`config.mk`:
```
export PLATFORM = sky130hd
export DESIGN_NAME = mem_access_unit
export DESIGN_NICKNAME = d
export VERILOG_FILES = /design/src/rtl/mem_access_unit.sv
export SDC_FILE = /design/constraint.sdc
export NUM_CORES = 1
export LEC_CHECK = 0
export ABC_AREA = 1
export CAP_MARGIN = 20
export CORE_UTILIZATION = 44
export CTS_CLUSTER_SIZE = 10
export DETAILED_ROUTE_END_ITERATION = 7
export PLACE_DENSITY = 0.9
export REMOVE_ABC_BUFFERS = 1
export SKIP_CTS_REPAIR_TIMING = 1
export SLEW_MARGIN = 20
export SYNTH_ARGS = -nofsm -noshare
export SYNTH_HDL_FRONTEND = slang
export SYNTH_SLANG_ARGS = --single-unit
export TNS_END_PERCENT = 20
```
`constraint.sdc`:
```
create_clock -name clk -period 5 [get_ports clk]
set_input_delay 1 -clock clk [delete_from_list [all_inputs] [get_ports clk]]
set_output_delay 1 -clock clk [all_outputs]
set_load 0.005 [all_outputs]
```
`src/rtl/mem_access_unit.sv`:
```
// MEM-stage load/store unit driving a split address/data handshake bus.
// Multi-cycle: holds the pipeline via stall, owns the LL/SC link bit, detects alignment faults.
module mem_access_unit #(
  parameter int DATA_W = 32,
  parameter int ADDR_W = 32
) (
  input  logic                clk,
  input  logic                resetn,
  input  logic                in_valid,
  output logic                in_ready,
  input  logic [3:0]          in_op,
  input  logic [ADDR_W-1:0]   in_addr,
  input  logic [DATA_W-1:0]   in_wdata,
  input  logic                flush,
  input  logic                llbit_clr,
  output logic                data_req,
  output logic                data_wr,
  output logic [1:0]          data_size,
  output logic [ADDR_W-1:0]   data_addr,
  output logic [DATA_W-1:0]   data_wdata,
  output logic [DATA_W/8-1:0] data_wstrb,
  input  logic                data_addr_ok,
  input  logic                data_data_ok,
  input  logic [DATA_W-1:0]   data_rdata,
  output logic                out_valid,
  output logic [DATA_W-1:0]   out_result,
  output logic [1:0]          out_exc,
  output logic [ADDR_W-1:0]   out_badvaddr,
  output logic                stall
);

  localparam int STRB_W = DATA_W / 8;
  localparam int OFF_W  = $clog2(STRB_W);

  typedef enum logic [1:0] {S_IDLE, S_REQ, S_WAIT, S_DRAIN} state_t;

  typedef enum logic [3:0] {
    OP_LB = 4'd0, OP_LBU = 4'd1, OP_LH = 4'd2, OP_LHU = 4'd3, OP_LW = 4'd4,
    OP_LWU = 4'd5, OP_LD = 4'd6, OP_SB = 4'd7, OP_SH = 4'd8, OP_SW = 4'd9,
    OP_SD = 4'd10, OP_LL = 4'd11, OP_SC = 4'd12
  } op_t;

  function automatic logic [1:0] op_size(input logic [3:0] op);
    case (op)
      OP_LB, OP_LBU, OP_SB: op_size = 2'd0;
      OP_LH, OP_LHU, OP_SH: op_size = 2'd1;
      OP_LD, OP_SD:         op_size = 2'd3;
      default:              op_size = 2'd2;
    endcase
  endfunction

  function automatic logic op_is_store(input logic [3:0] op);
    op_is_store = (op == OP_SB) || (op == OP_SH) || (op == OP_SW) ||
                  (op == OP_SD) || (op == OP_SC);
  endfunction

  // Doubleword and zero-extended word ops only exist on a 64-bit datapath.
  function automatic logic op_legal(input logic [3:0] op);
    op_legal = (op <= OP_SC) &&
               !((DATA_W == 32) && ((op == OP_LWU) || (op == OP_LD) || (op == OP_SD)));
  endfunction

  function automatic logic misaligned(input logic [3:0] op, input logic [2:0] a);
    case (op_size(op))
      2'd1:    misaligned = a[0];
      2'd2:    misaligned = (a[1:0] != 2'b00);
      2'd3:    misaligned = (a != 3'b000);
      default: misaligned = 1'b0;
    endcase
  endfunction

  state_t              state_q, state_d;
  logic [3:0]          op_q;
  logic [ADDR_W-1:0]   addr_q;
  logic [DATA_W-1:0]   wdata_q;
  logic                llbit_q;

  logic                load_regs, bus_done, done, ll_done, sc_done;
  logic [DATA_W-1:0]   done_res, bus_res, rshift;
  logic [1:0]          done_exc;
  logic [ADDR_W-1:0]   done_bad;
  logic [OFF_W-1:0]    off;

  assign off      = addr_q[OFF_W-1:0];
  assign in_ready = (state_q == S_IDLE);
  assign stall    = (state_q != S_IDLE);
  assign data_req = (state_q == S_REQ);
  assign data_wr  = data_req && op_is_store(op_q);
  assign data_size = data_req ? op_size(op_q) : 2'd0;
  assign data_addr = data_req ? addr_q : '0;
  assign rshift   = data_rdata >> {off, 3'b000};

  always_comb begin
    data_wdata = '0;
    data_wstrb = '0;
    if (data_wr) begin
      case (op_size(op_q))
        2'd0: begin
          data_wdata = {STRB_W{wdata_q[7:0]}};
          data_wstrb = STRB_W'(1) << off;
        end
        2'd1: begin
          data_wdata = {(STRB_W/2){wdata_q[15:0]}};
          data_wstrb = STRB_W'(3) << off;
        end
        2'd2: begin
          data_wdata = {(DATA_W/32){wdata_q[31:0]}};
          data_wstrb = STRB_W'(15) << off;
        end
        default: begin
          data_wdata = wdata_q;
          data_wstrb = '1;
        end
      endcase
    end
  end

  always_comb begin
    case (op_q)
      OP_LB:        bus_res = DATA_W'($signed(rshift[7:0]));
      OP_LBU:       bus_res = DATA_W'(rshift[7:0]);
      OP_LH:        bus_res = DATA_W'($signed(rshift[15:0]));
      OP_LHU:       bus_res = DATA_W'(rshift[15:0]);
      OP_LW, OP_LL: bus_res = DATA_W'($signed(rshift[31:0]));
      OP_LWU:       bus_res = DATA_W'(rshift[31:0]);
      OP_LD:        bus_res = rshift;
      OP_SC:        bus_res = DATA_W'(1);
      default:      bus_res = '0;
    endcase
  end

  always_comb begin
    state_d   = state_q;
    load_regs = 1'b0;
    bus_done  = 1'b0;
    done      = 1'b0;
    done_res  = '0;
    done_exc  = 2'b00;
    done_bad  = '0;
    ll_done   = 1'b0;
    sc_done   = 1'b0;
    case (state_q)
      S_IDLE: begin
        if (in_valid && !flush) begin
          if (!op_legal(in_op)) begin
            done = 1'b1;
          end else if (misaligned(in_op, in_addr[2:0])) begin
            done     = 1'b1;
            done_exc = op_is_store(in_op) ? 2'b10 : 2'b01;
            done_bad = in_addr;
          end else if ((in_op == OP_SC) && !llbit_q) begin
            done    = 1'b1;
            sc_done = 1'b1;
          end else begin
            load_regs = 1'b1;
            state_d   = S_REQ;
          end
        end
      end
      S_REQ: begin
        // A flush coinciding with both handshakes has nothing left to drain.
        if (data_addr_ok) begin
          if (data_data_ok) begin
            state_d  = S_IDLE;
            bus_done = !flush;
          end else begin
            state_d = flush ? S_DRAIN : S_WAIT;
          end
        end else if (flush) begin
          state_d = S_IDLE;
        end
      end
      S_WAIT: begin
        if (data_data_ok) begin
          state_d  = S_IDLE;
          bus_done = !flush;
        end else if (flush) begin
          state_d = S_DRAIN;
        end
      end
      default: begin
        if (data_data_ok) state_d = S_IDLE;
      end
    endcase
    if (bus_done) begin
      done     = 1'b1;
      done_res = bus_res;
      ll_done  = (op_q == OP_LL);
      sc_done  = (op_q == OP_SC);
    end
  end

  always_ff @(posedge clk or negedge resetn) begin
    if (!resetn) begin
      state_q      <= S_IDLE;
      op_q         <= '0;
      addr_q       <= '0;
      wdata_q      <= '0;
      llbit_q      <= 1'b0;
      out_valid    <= 1'b0;
      out_result   <= '0;
      out_exc      <= 2'b00;
      out_badvaddr <= '0;
    end else begin
      state_q      <= state_d;
      out_valid    <= done;
      out_result   <= done_res;
      out_exc      <= done_exc;
      out_badvaddr <= done_bad;
      if (load_regs) begin
        op_q    <= in_op;
        addr_q  <= in_addr;
        wdata_q <= in_wdata;
      end
      if (llbit_clr)    llbit_q <= 1'b0;
      else if (ll_done) llbit_q <= 1'b1;
      else if (sc_done) llbit_q <= 1'b0;
    end
  end

endmodule
```
Word level (Yosys, flattened, before mapping)
Memories as Yosys holds them, arrays and structs flattened.
Cells that the tools add are included.
{"block": "op_classes", "mul": 0, "n_addsub": 0, "reduce_logical": 27, "div_mod_pow": 0, "eq_ne": 32, "shift": 4, "n_mux": 60, "n_bitwise": 0, "order_cmp": 1}
{"operator": "$mux 32", "count": 7}
{"operator": "$pmux 32 s6", "count": 1}
{"operator": "$pmux 32 s2", "count": 1}
{"operator": "$mux 2", "count": 20}
{"operator": "$eq 4x4->1 const B", "count": 9}
{"operator": "$shr 32x5->32", "count": 1}
{"operator": "$eq 4x3->1 const B", "count": 7}
{"operator": "$mux 1", "count": 26}
{"operator": "$pmux 4 s3", "count": 1}
{"operator": "$logic_or 1x1->1", "count": 10}
{"operator": "$eq 2x2->1 const B", "count": 4}
{"operator": "$eq 4x2->1 const B", "count": 2}
{"operator": "$reduce_and 7->1", "count": 1}
{"operator": "$eq 2x1->1 const B", "count": 3}
{"operator": "$pmux 2 s3", "count": 1}
{"operator": "$reduce_bool 3->1", "count": 2}
{"operator": "$eq 4x1->1 const B", "count": 1}
{"operator": "$le 4x4->1 const B", "count": 1}
{"operator": "$logic_and 1x1->1", "count": 4}
{"operator": "$logic_not 2->1", "count": 2}
{"operator": "$logic_not 4->1", "count": 1}
{"operator": "$mux 4", "count": 1}
{"operator": "$ne 2x1->1 const B", "count": 2}
{"operator": "$ne 2x2->1 const B", "count": 2}
{"operator": "other kinds (11)", "count": 14}
{"block": "totals", "n_memories": 3, "mem_bits_rw": 0, "regBits": 138, "rom_bits": 96, "latch_bits": 0}
{"memory": "(name not given)", "words": 16, "word_bits": 2, "read_ports": 1, "rd_clocked_by_memory_dff": 0, "write_ports": 0, "line_no": "44", "text": "case (op)"}
{"memory": "(name not given)", "words": 16, "word_bits": 2, "read_ports": 1, "rd_clocked_by_memory_dff": 0, "write_ports": 0, "line_no": "44"}
{"memory": "(name not given)", "words": 16, "word_bits": 2, "read_ports": 1, "rd_clocked_by_memory_dff": 0, "write_ports": 0, "line_no": "44"}

Logic depth before layout (Yosys ltp)
Gate-level depths: netlist of run 1.
{"block": "depth", "depth_word": 21, "ltp_mapped": 14}

Least setup slack after synthesis of run 1
OpenSTA, ideal clock, no wires.
{"block": "synth_path", "path_type": "reg2out", "from": "register op_q[3]", "to": "output data_wdata[11]", "n_path_buf": 3, "arrival_ns": 2.218, "path_stages_with_launch": 12, "required_ns": 4.000, "path_slack_ns": 1.782, "path_cell_list": "dfrtp_1 -> clkbuf_2 -> nor2_1 -> o221ai_1 -> ha_1 -> buf_2 -> nor2_1 -> inv_1 -> clkbuf_1 -> nand3_1 -> nand2_1 -> nor2_1"}
{"block": "synth_between", "elab_chain_cells": 7, "word_cells_on_any_way": 16, "classes_between": "6 x eq/ne; 3 x mux; 6 x reduce/logical; 1 x memory"}
{"element": "start: declaration", "line_no": "73", "text": "logic [3:0] op_q;"}
{"element": "start signal: assignment", "line_no": "211", "text": "op_q <= in_op;"}
{"element": "branches (longest 6 deep; another with $mem_v2 16x2)"}
{"element": "$mux 32 (*)", "line_no": "96", "text": "if (data_wr) begin"}
{"element": "end: declaration", "line_no": "20", "text": "output logic [DATA_W-1:0] data_wdata,"}
Mark *: on every way between the ends. The select of a mux whose other input is x is not followed.

Worst setup path in the final report of run 1
{"block": "layout_path", "from": "register op_q[3]", "to": "output data_wdata[12]"}
The elaborated chain is that of the path after synthesis.

==> flow_metrics.tcl, run 1 <==
set metrics [dict create \
    worstMarginPinSlew_ns 0.929 \
    fin_nets 1216 \
    relSlewSlack 0.381 \
    cts-root-buf "clkbuf_16" \
    hold_viol_final 0 \
    cpMostUsedCell "nor2_1" \
    die_x_um 126 \
    rsz0062_at_grt "no" \
    io_pins 248 \
    routed_wl_um 19000 \
    setup-tns-final_ns 0 \
    grt_use_total 0.249 \
    dpl.hpwl_um 13300 \
    worstSetupEndpointType "output pin" \
    synth-main-ff-cell "dfrtp_1" \
    synth_top_area_frac 0.512 \
    synth_mux_area_frac 0.00891 \
    ys_warn_count 0 \
    gp_congestion 0.869 \
    rows 44 \
    critPathRequiredTime_ns 4.00 \
    slew_viol_final 0 \
    antenna_left 0 \
    setup_ws_ns 0.559 \
    layout_commonest_cell "clkdlybuf4s50_1" \
    htree_levels 4 \
    hold_ws_ns 0.484 \
    start_kind "flop" \
    outcome "completed" \
    grt_pass1_wl_um 31000 \
    initial_core_util 0.457 \
    clock_skew_ns 0.0103 \
    post-place-ws_ns 0.995 \
    fp.coreArea_mm2 0.0148 \
    synth_seq_cells 138 \
    cts_made_buffers 17 \
    min_period_ns 4.44 \
    grt_pass1_vias 6290 \
    dr_total_vias 6461 \
    cts_buffer_depth 2 \
    cp_slowest_cell "clkdlybuf4s50_1" \
    synth-compound-area-share 0.128 \
    yosys.area_share.simple 0.221 \
    holdCritPathClass "reg -> reg" \
    cpPeakStageDelay_ns 0.54 \
    cts.clk_slew.worst_paths_ns 0.06 \
    grt_max_degree 103 \
    synth_edf_count 0 \
    area_growth_pct 46.5 \
    cts_tree "built" \
    final_cell_mix "clkdlybuf4s50_1, nand2_1, nor2_1, inv_1, dfrtp_1" \
    cts.sinks 138 \
    arrival_ns 3.44 \
    power_density_mw_per_mm2 531 \
    synth_xor_area_frac 0 \
    diodes 0 \
    syn_area_mm2 0.00674 \
    synthCells 870 \
    antenna_found_initial 0 \
    wl_per_cell_um 14.6 \
    dr.pass1.iters 5 \
    yosys.area.top_type "dfrtp_1" \
    fmax_mhz 225 \
    syn_avg_cell_area_um2 7.75 \
    crit_type "reg -> out" \
    ys_top_cells_by_area "dfrtp_1, nand2_1, nor2_1, inv_1, o21ai_0" \
    drive_gt1_frac 0.0557 \
    async_flop_share 1.00 \
    io_buffers 247 \
    die_area_mm2 0.0158 \
    path_max_fanout 24 \
    fin_crit_sh 0.888 \
    worstPathCellList "nor2_1, o221ai_1, inv_1, ha_1, nor2_1, inv_1, nor2_1, nor2_1, clkdlybuf4s50_1" \
    ys_types 36 \
    synth_top_family_by_area "simple AND/OR/NAND/NOR gates" \
    die_h_um 126 \
    ir_drop_uv 283 \
    drt-initial-drc-count 426 \
    leakage_nw 5.12 \
    ys_seq_area_frac 0.512 \
    clkLatencyLatePin_ns 0.42 \
    setup_viol 0 \
    drv_cap 0 \
    grt_remaining_overflow 0 \
    drc_errors 0 \
    synth_adder_area_share 0.0149 \
    viasPerCell 4.98 \
]
==> flip-flops by register name (all words and copies together), names as in the netlist <==
register	cells
addr_q	32
out_badvaddr	32
out_result	32
wdata_q	32
op_q	4
out_exc	2
state_q	2
llbit_q	1
out_valid	1
==> worst max-delay path, delay by kind of cell (launching register included) <==
kind                     cells  cell delay [ns]
AND/OR/NAND/NOR              4             0.68
flip-flops                   1             0.47
adder cells (fa/ha/maj)      1             0.39
AO/OA/AOI/OAI                1             0.28
buffers and inverters        3             1.21
==> final cells by class <==
| cell class | instances | area [um^2] |
|---|---|---|
| multi-input cells | 545 | 2510 |
| fillers | 1174 | 4880 |
| flip-flops and latches | 138 | 3450 |
| clock buffers | 17 | 425 |
| clock inverters | 15 | 168 |
| well taps | 184 | 230 |
| inverters | 142 | 533 |
| repair buffers | 257 | 2550 |
==> Yosys cell counts, types with 6 or more instances <==
library cell and number:
inv_1 138, a211oi_1 6, o21bai_1 6, buf_6 6, dfrtp_1 138, mux2i_1 6
a21oi_2 9, buf_2 15, o21ai_0 80, nand3_1 22, a21oi_1 31, ha_1 8
nor2_1 146, clkbuf_1 18, nand2_1 196, o21ai_1 11
==> layer usage <==
layer	part of all wire	vias to the layer above	routed length [um]	GRT usage
li1	-	3125	-	-
met1	0.40	3041	7590	0.295
met2	0.49	265	9290	0.426
met3	0.089	30	1700	0.0748
met4	0.021	0	389	0.0914
met5	0	-	0	0
==> cells by family after synthesis <==
| logic type | count (synthesis) |
|---|---|
| compound gates | 154 |
| fa+ha+maj | 8 |
| buf+inv | 187 |
| flops | 138 |
| mux | 6 |
| simple gates | 377 |
==> per-stage QoR <==
stage | power, mW | std cells | instance area [um^2] | util
after global placement | 3.92 | 1266 | 9280 | 0.629
after floorplan | 2.84 | 825 | 6500 | -
after global routing | 5.64 | 1298 | 9870 | 0.669
after detailed placement | 3.99 | 1266 | 9280 | 0.629
after CTS | 5.27 | 1298 | 9870 | 0.669
final | 5.24 | 1298 | 9870 | 0.669
==> report_power, final <==
group          total [mW]  internal [mW]  switching [mW]
combinational        2.41           1.07            1.33
clock                1.25          0.742           0.508
sequential           1.59           1.40           0.188
total                5.24           3.21            2.03
==> path summary, 6_finish.rpt <==
kind                       slack, ns  depth (start not counted)        endpoint  startpoint
max                             0.56                          9  data_wdata[12]     op_q[3]
min                             0.48                          2      addr_q[22]  addr_q[22]
max reg2reg                     2.09                          8      wdata_q[0]  state_q[0]
min reg2reg                     0.48                          2      addr_q[22]  addr_q[22]
min in group asynchronous       0.68                          1     wdata_q[31]      resetn
max in group asynchronous       3.21                          2         op_q[3]      resetn
Power figures use the tool's default switching activity.
==> run 2, diff against run 1 <==
--- a/config.mk
+++ b/config.mk
@@ -8,10 +8,12 @@
 export ABC_AREA = 1
 export CAP_MARGIN = 20
 export CORE_UTILIZATION = 44
+export CTS_BUF_LIST = sky130_fd_sc_hd__clkbuf_8
 export CTS_CLUSTER_SIZE = 10
 export DETAILED_ROUTE_END_ITERATION = 7
 export PLACE_DENSITY = 0.9
 export REMOVE_ABC_BUFFERS = 1
+export SETUP_SLACK_MARGIN = 0.3
 export SKIP_CTS_REPAIR_TIMING = 1
 export SLEW_MARGIN = 20
 export SYNTH_ARGS = -nofsm -noshare
==> flow_metrics.tcl, run 2 (synthesis gave the netlist of run 1 again) <==
set metrics [dict create \
    outcome "completed" \
    hp-start "addr_q[20]" \
    power.total_mw 4.95 \
    r2r.worst_path.cells 8 \
    dpl.hpwl_um 13300 \
    fin_nets 1217 \
    rows 44 \
    viasPerCell 4.97 \
    crit_type "reg -> out" \
    cts.sinks 138 \
    holdPathEnd "addr_q[20]" \
    setup_ws_ns 0.625 \
    area_growth_pct 43.9 \
    clkLatencyLatePin_ns 0.44 \
    drv_cap 0 \
    start_kind "flop" \
    holdCritPathClass "reg -> reg" \
    cts.clk_slew.worst_paths_ns 0.08 \
    initial_core_util 0.457 \
    fmax_mhz 229 \
    post-place-ws_ns 0.995 \
    fp.coreArea_mm2 0.0148 \
    grt_max_degree 103 \
    diodes 0 \
    cpLargestDelayFamily "buffers and inverters" \
    htree_levels 4 \
    antenna_left 0 \
    worstMarginPinSlew_ns 0.936 \
    hold_viol_final 0 \
    die_h_um 126 \
    dr_total_vias 6457 \
    setup_viol 0 \
    antenna_found_initial 0 \
    worstPathCellList "nor2_1, o221ai_2, inv_1, ha_1, nor2_2, clkinvlp_4, nand3_1, nand2_1, nor2_1, clkdlybuf4s50_1" \
    dr.pass1.iters 5 \
    io_pins 248 \
    wl_per_cell_um 14.6 \
    fin_cells 1299 \
    die_x_um 126 \
    rsz0062_at_grt "no" \
    layout_commonest_cell "clkdlybuf4s50_1" \
    path_max_fanout 12 \
    cts_buffer_depth 2 \
    die_area_mm2 0.0158 \
    hold_depth 2 \
    cts_tree "built" \
    drt-initial-drc-count 438 \
    min_period_ns 4.38 \
    routed_wl_um 19000 \
    placed_area_mm2 0.00928 \
    leakage_nw 5.02 \
    fin_crit_sh 0.875 \
    rrSetupSlack_ns 2.12 \
    cts-root-buf "clkbuf_8" \
    cpPeakStageDelay_ns 0.53 \
    critPathRequiredTime_ns 4.00 \
    grt_pass1_wl_um 30600 \
    grt_use_total 0.246 \
    crit_buf_inv 3 \
    worstSetupEndpointType "output pin" \
    io_buffers 247 \
    final_cell_mix "clkdlybuf4s50_1, nand2_1, nor2_1, dfrtp_1, inv_1" \
    r2r_end "wdata_q[23]" \
    grt_remaining_overflow 0 \
    hold_ws_ns 0.489 \
    grt_pass1_vias 6257 \
    gp_congestion 0.869 \
    final_area_mm2 0.00970 \
    clock_skew_ns 0.00763 \
    arrival_ns 3.38 \
    drive_gt1_frac 0.0592 \
    power_density_mw_per_mm2 510 \
    postLayoutCoreUtil 0.657 \
    ir_drop_uv 303 \
    setup-tns-final_ns 0 \
    relSlewSlack 0.376 \
    cp_slowest_cell "clkdlybuf4s50_1" \
    cpMostUsedCell "nor2_1" \
    dp_cells 1266 \
    r2r-start "state_q[0]" \
    slew_viol_final 0 \
    cts_made_buffers 17 \
    drc_errors 0 \
]
run 2: worst register-to-register path: cells and delay by family (launching register included):
| family | cells | cell delay, ns |
|---|---|---|
| and+or+nand+nor | 4 | 1.24 |
| buffers and inverters | 2 | 0.64 |
| DFF | 1 | 0.43 |
| adders and majority gates | 1 | 0.36 |
| AOI/OAI and AO/OA | 1 | 0.09 |
run 2: power by group:
part	switching [mW]	leakage, nW	internal (mW)	total [mW]
sequential	0.189	1.82	1.39	1.58
clock	0.469	0.185	0.450	0.919
combinational	1.36	3.02	1.08	2.44
run 2: worst max-delay path by stage:
stage	cells after the start	slack, ns	to	from
2_1_floorplan	9	1.44	data_wdata[10]	op_q[3]
3_3_place_gp	10	1.14	data_wdata[9]	op_q[3]
3_5_place_dp	10	1.0	data_wdata[9]	op_q[3]
4_1_cts	10	0.50	data_wdata[9]	op_q[3]
5_1_grt	10	0.36	data_wdata[13]	op_q[3]
6_report	10	0.62	data_wdata[12]	op_q[3]
run 2: final cells by class:
| cell class | instances | area (um^2) |
|---|---|---|
| Clock buffer | 17 | 234 |
| Clock inverter | 15 | 168 |
| Fill cell | 1197 | 5060 |
| Inverter | 142 | 537 |
| Multi-Input combinational cell | 545 | 2520 |
| Sequential cell | 138 | 3450 |
| Tap cell | 184 | 230 |
| Timing Repair Buffer | 257 | 2550 |
| Timing Repair inverter | 1 | 7.51 |
run 2: layer usage:
layer / vias up / global-route usage / share of wire
met3: 28 / 0.0765 / 0.084
met1: 3049 / 0.295 / 0.41
met4: 0 / 0.0900 / 0.020
met2: 249 / 0.416 / 0.49
met5: - / 0 / 0
li1: 3131 / - / -
==> run 3, diff against run 2 <==
--- a/config.mk
+++ b/config.mk
@@ -15,7 +15,6 @@
 export REMOVE_ABC_BUFFERS = 1
 export SETUP_SLACK_MARGIN = 0.3
 export SKIP_CTS_REPAIR_TIMING = 1
-export SLEW_MARGIN = 20
 export SYNTH_ARGS = -nofsm -noshare
 export SYNTH_HDL_FRONTEND = slang
 export SYNTH_SLANG_ARGS = --single-unit
==> constraint.sdc (replaced) <==
create_clock -name clk -period 5.4 [get_ports clk]
set_input_delay 1.08 -clock clk [delete_from_list [all_inputs] [get_ports clk]]
set_output_delay 1.08 -clock clk [all_outputs]
set_load 0.005 [all_outputs]
==> flow_metrics.tcl, run 3 (synthesis gave the netlist of run 1 again) <==
set metrics [dict create \
    antenna_left 0 \
    grt_remaining_overflow 0 \
    io_buffers 247 \
    viasPerCell 4.93 \
    fmax_mhz 210 \
    dpl.hpwl_um 13400 \
    worstMarginPinSlew_ns 0.848 \
    io_pins 248 \
    slew_viol_final 0 \
    final_cell_mix "clkdlybuf4s50_1, nand2_1, nor2_1, inv_1, dfrtp_1" \
    drc_errors 0 \
    cts_buffer_depth 2 \
    die_area_mm2 0.0158 \
    n_fill_cell 1197 \
    die_x_um 126 \
    fin_cells 1298 \
    ir_drop_uv 234 \
    drt-initial-drc-count 510 \
    clkLatencyLatePin_ns 0.43 \
    diodes 0 \
    grt_pass1_vias 6138 \
    arrival_ns 3.68 \
    htree_levels 4 \
    grt_use_total 0.240 \
    dr_total_vias 6399 \
    wl_per_cell_um 14.4 \
    multiInputGateArea_mm2 0.00251 \
    gp_congestion 0.883 \
    crit_type "reg -> out" \
    min_period_ns 4.76 \
    critPathRequiredTime_ns 4.32 \
    cts.sinks 138 \
    dr.pass1.iters 6 \
    cts.clk_slew.worst_paths_ns 0.08 \
    antenna_found_initial 0 \
    initial_core_util 0.457 \
    relSlewSlack 0.434 \
    leakage_nw 5.05 \
    worstSetupEndpointType "output pin" \
    routed_wl_um 18700 \
    die_h_um 126 \
    hold_viol_final 0 \
    cts_made_buffers 17 \
    cts-root-buf "clkbuf_8" \
    grt_pass1_wl_um 30000 \
    start_kind "flop" \
    dp_cells 1266 \
    holdCritPathClass "reg -> reg" \
    fin_nets 1217 \
    rows 44 \
    path_max_fanout 24 \
    layout_commonest_cell "clkdlybuf4s50_1" \
    cts_tree "built" \
    setup_viol 0 \
    clock_skew_ns 0.0117 \
    drv_cap 0 \
    setup-tns-final_ns 0 \
    power_density_mw_per_mm2 466 \
    rrSetupSlack_ns 2.94 \
    drive_gt1_frac 0.0557 \
    outcome "completed" \
    fin_crit_sh 0.881 \
    fp.coreArea_mm2 0.0148 \
    grt_max_degree 110 \
    rsz0062_at_grt "no" \
    ff_latch_area_mm2 0.00345 \
    area_growth_pct 43.8 \
]
-- run 3: critical path: stages (launching register included) --
cell and delay (ns):
dfrtp_1 0.47, nor2_1 0.32, o221ai_1 0.30, inv_1 0.16
ha_1 0.40, nor2_1 0.10, buf_4 0.20, inv_1 0.50
nand3_1 0.16, nand2_1 0.13, nor2_1 0.05, clkdlybuf4s50_1 0.44
-- run 3: final timing paths --
path                            startpoint                to  cells past startpoint
worst max-delay path               op_q[3]    data_wdata[13]                     11
worst min-delay path            addr_q[11]        addr_q[11]                      2
worst max register to register  state_q[0]  out_badvaddr[16]                      7
worst min register to register  addr_q[11]        addr_q[11]                      2
max in group asynchronous           resetn    out_result[19]                      2
min in group asynchronous           resetn       wdata_q[31]                      1
-- run 3: layout make-up --
class,count,share of cell area
flip-flops and latches,138,0.356
repair buffers,258,0.266
clock buffers,19,0.0270
clock inverters,12,0.0129
multi-input cells,545,0.259
well taps,184,0.0238
inverters,142,0.0550
-- run 3: power breakdown --
group          leakage, nW  switching [mW]  internal [mW]  total [mW]
Sequential            1.82           0.177           1.29        1.47
Clock                0.193           0.397          0.429       0.826
Combinational         3.04            1.22          0.996        2.22
-- run 3: stage by stage --
| stage | hold WS [ns] | cell area, um^2 | setup WS (ns) | power [mW] | util |
|---|---|---|---|---|---|
| 2_1_floorplan | 0.453 | 6500 | 1.76 | 2.63 | - |
| 3_3_place_gp | 0.465 | 9280 | 1.33 | 3.62 | 0.629 |
| 3_5_place_dp | 0.473 | 9280 | 1.11 | 3.69 | 0.629 |
| 4_1_cts | 0.492 | 9660 | 0.622 | 4.53 | 0.655 |
| 5_1_grt | 0.515 | 9690 | 0.342 | 4.87 | 0.657 |
| 6_report | 0.485 | 9690 | 0.642 | 4.52 | 0.657 |
-- run 3: layer usage --
| layer | share of wire | GRT usage | vias to the layer above | wire (um) |
|---|---|---|---|---|
| met4 | 0.018 | 0.0765 | 0 | 333 |
| met5 | 0 | 0 | - | 0 |
| li1 | - | - | 3130 | - |
| met3 | 0.090 | 0.0807 | 31 | 1670 |
| met1 | 0.41 | 0.292 | 2983 | 7660 |
| met2 | 0.48 | 0.403 | 255 | 9000 |
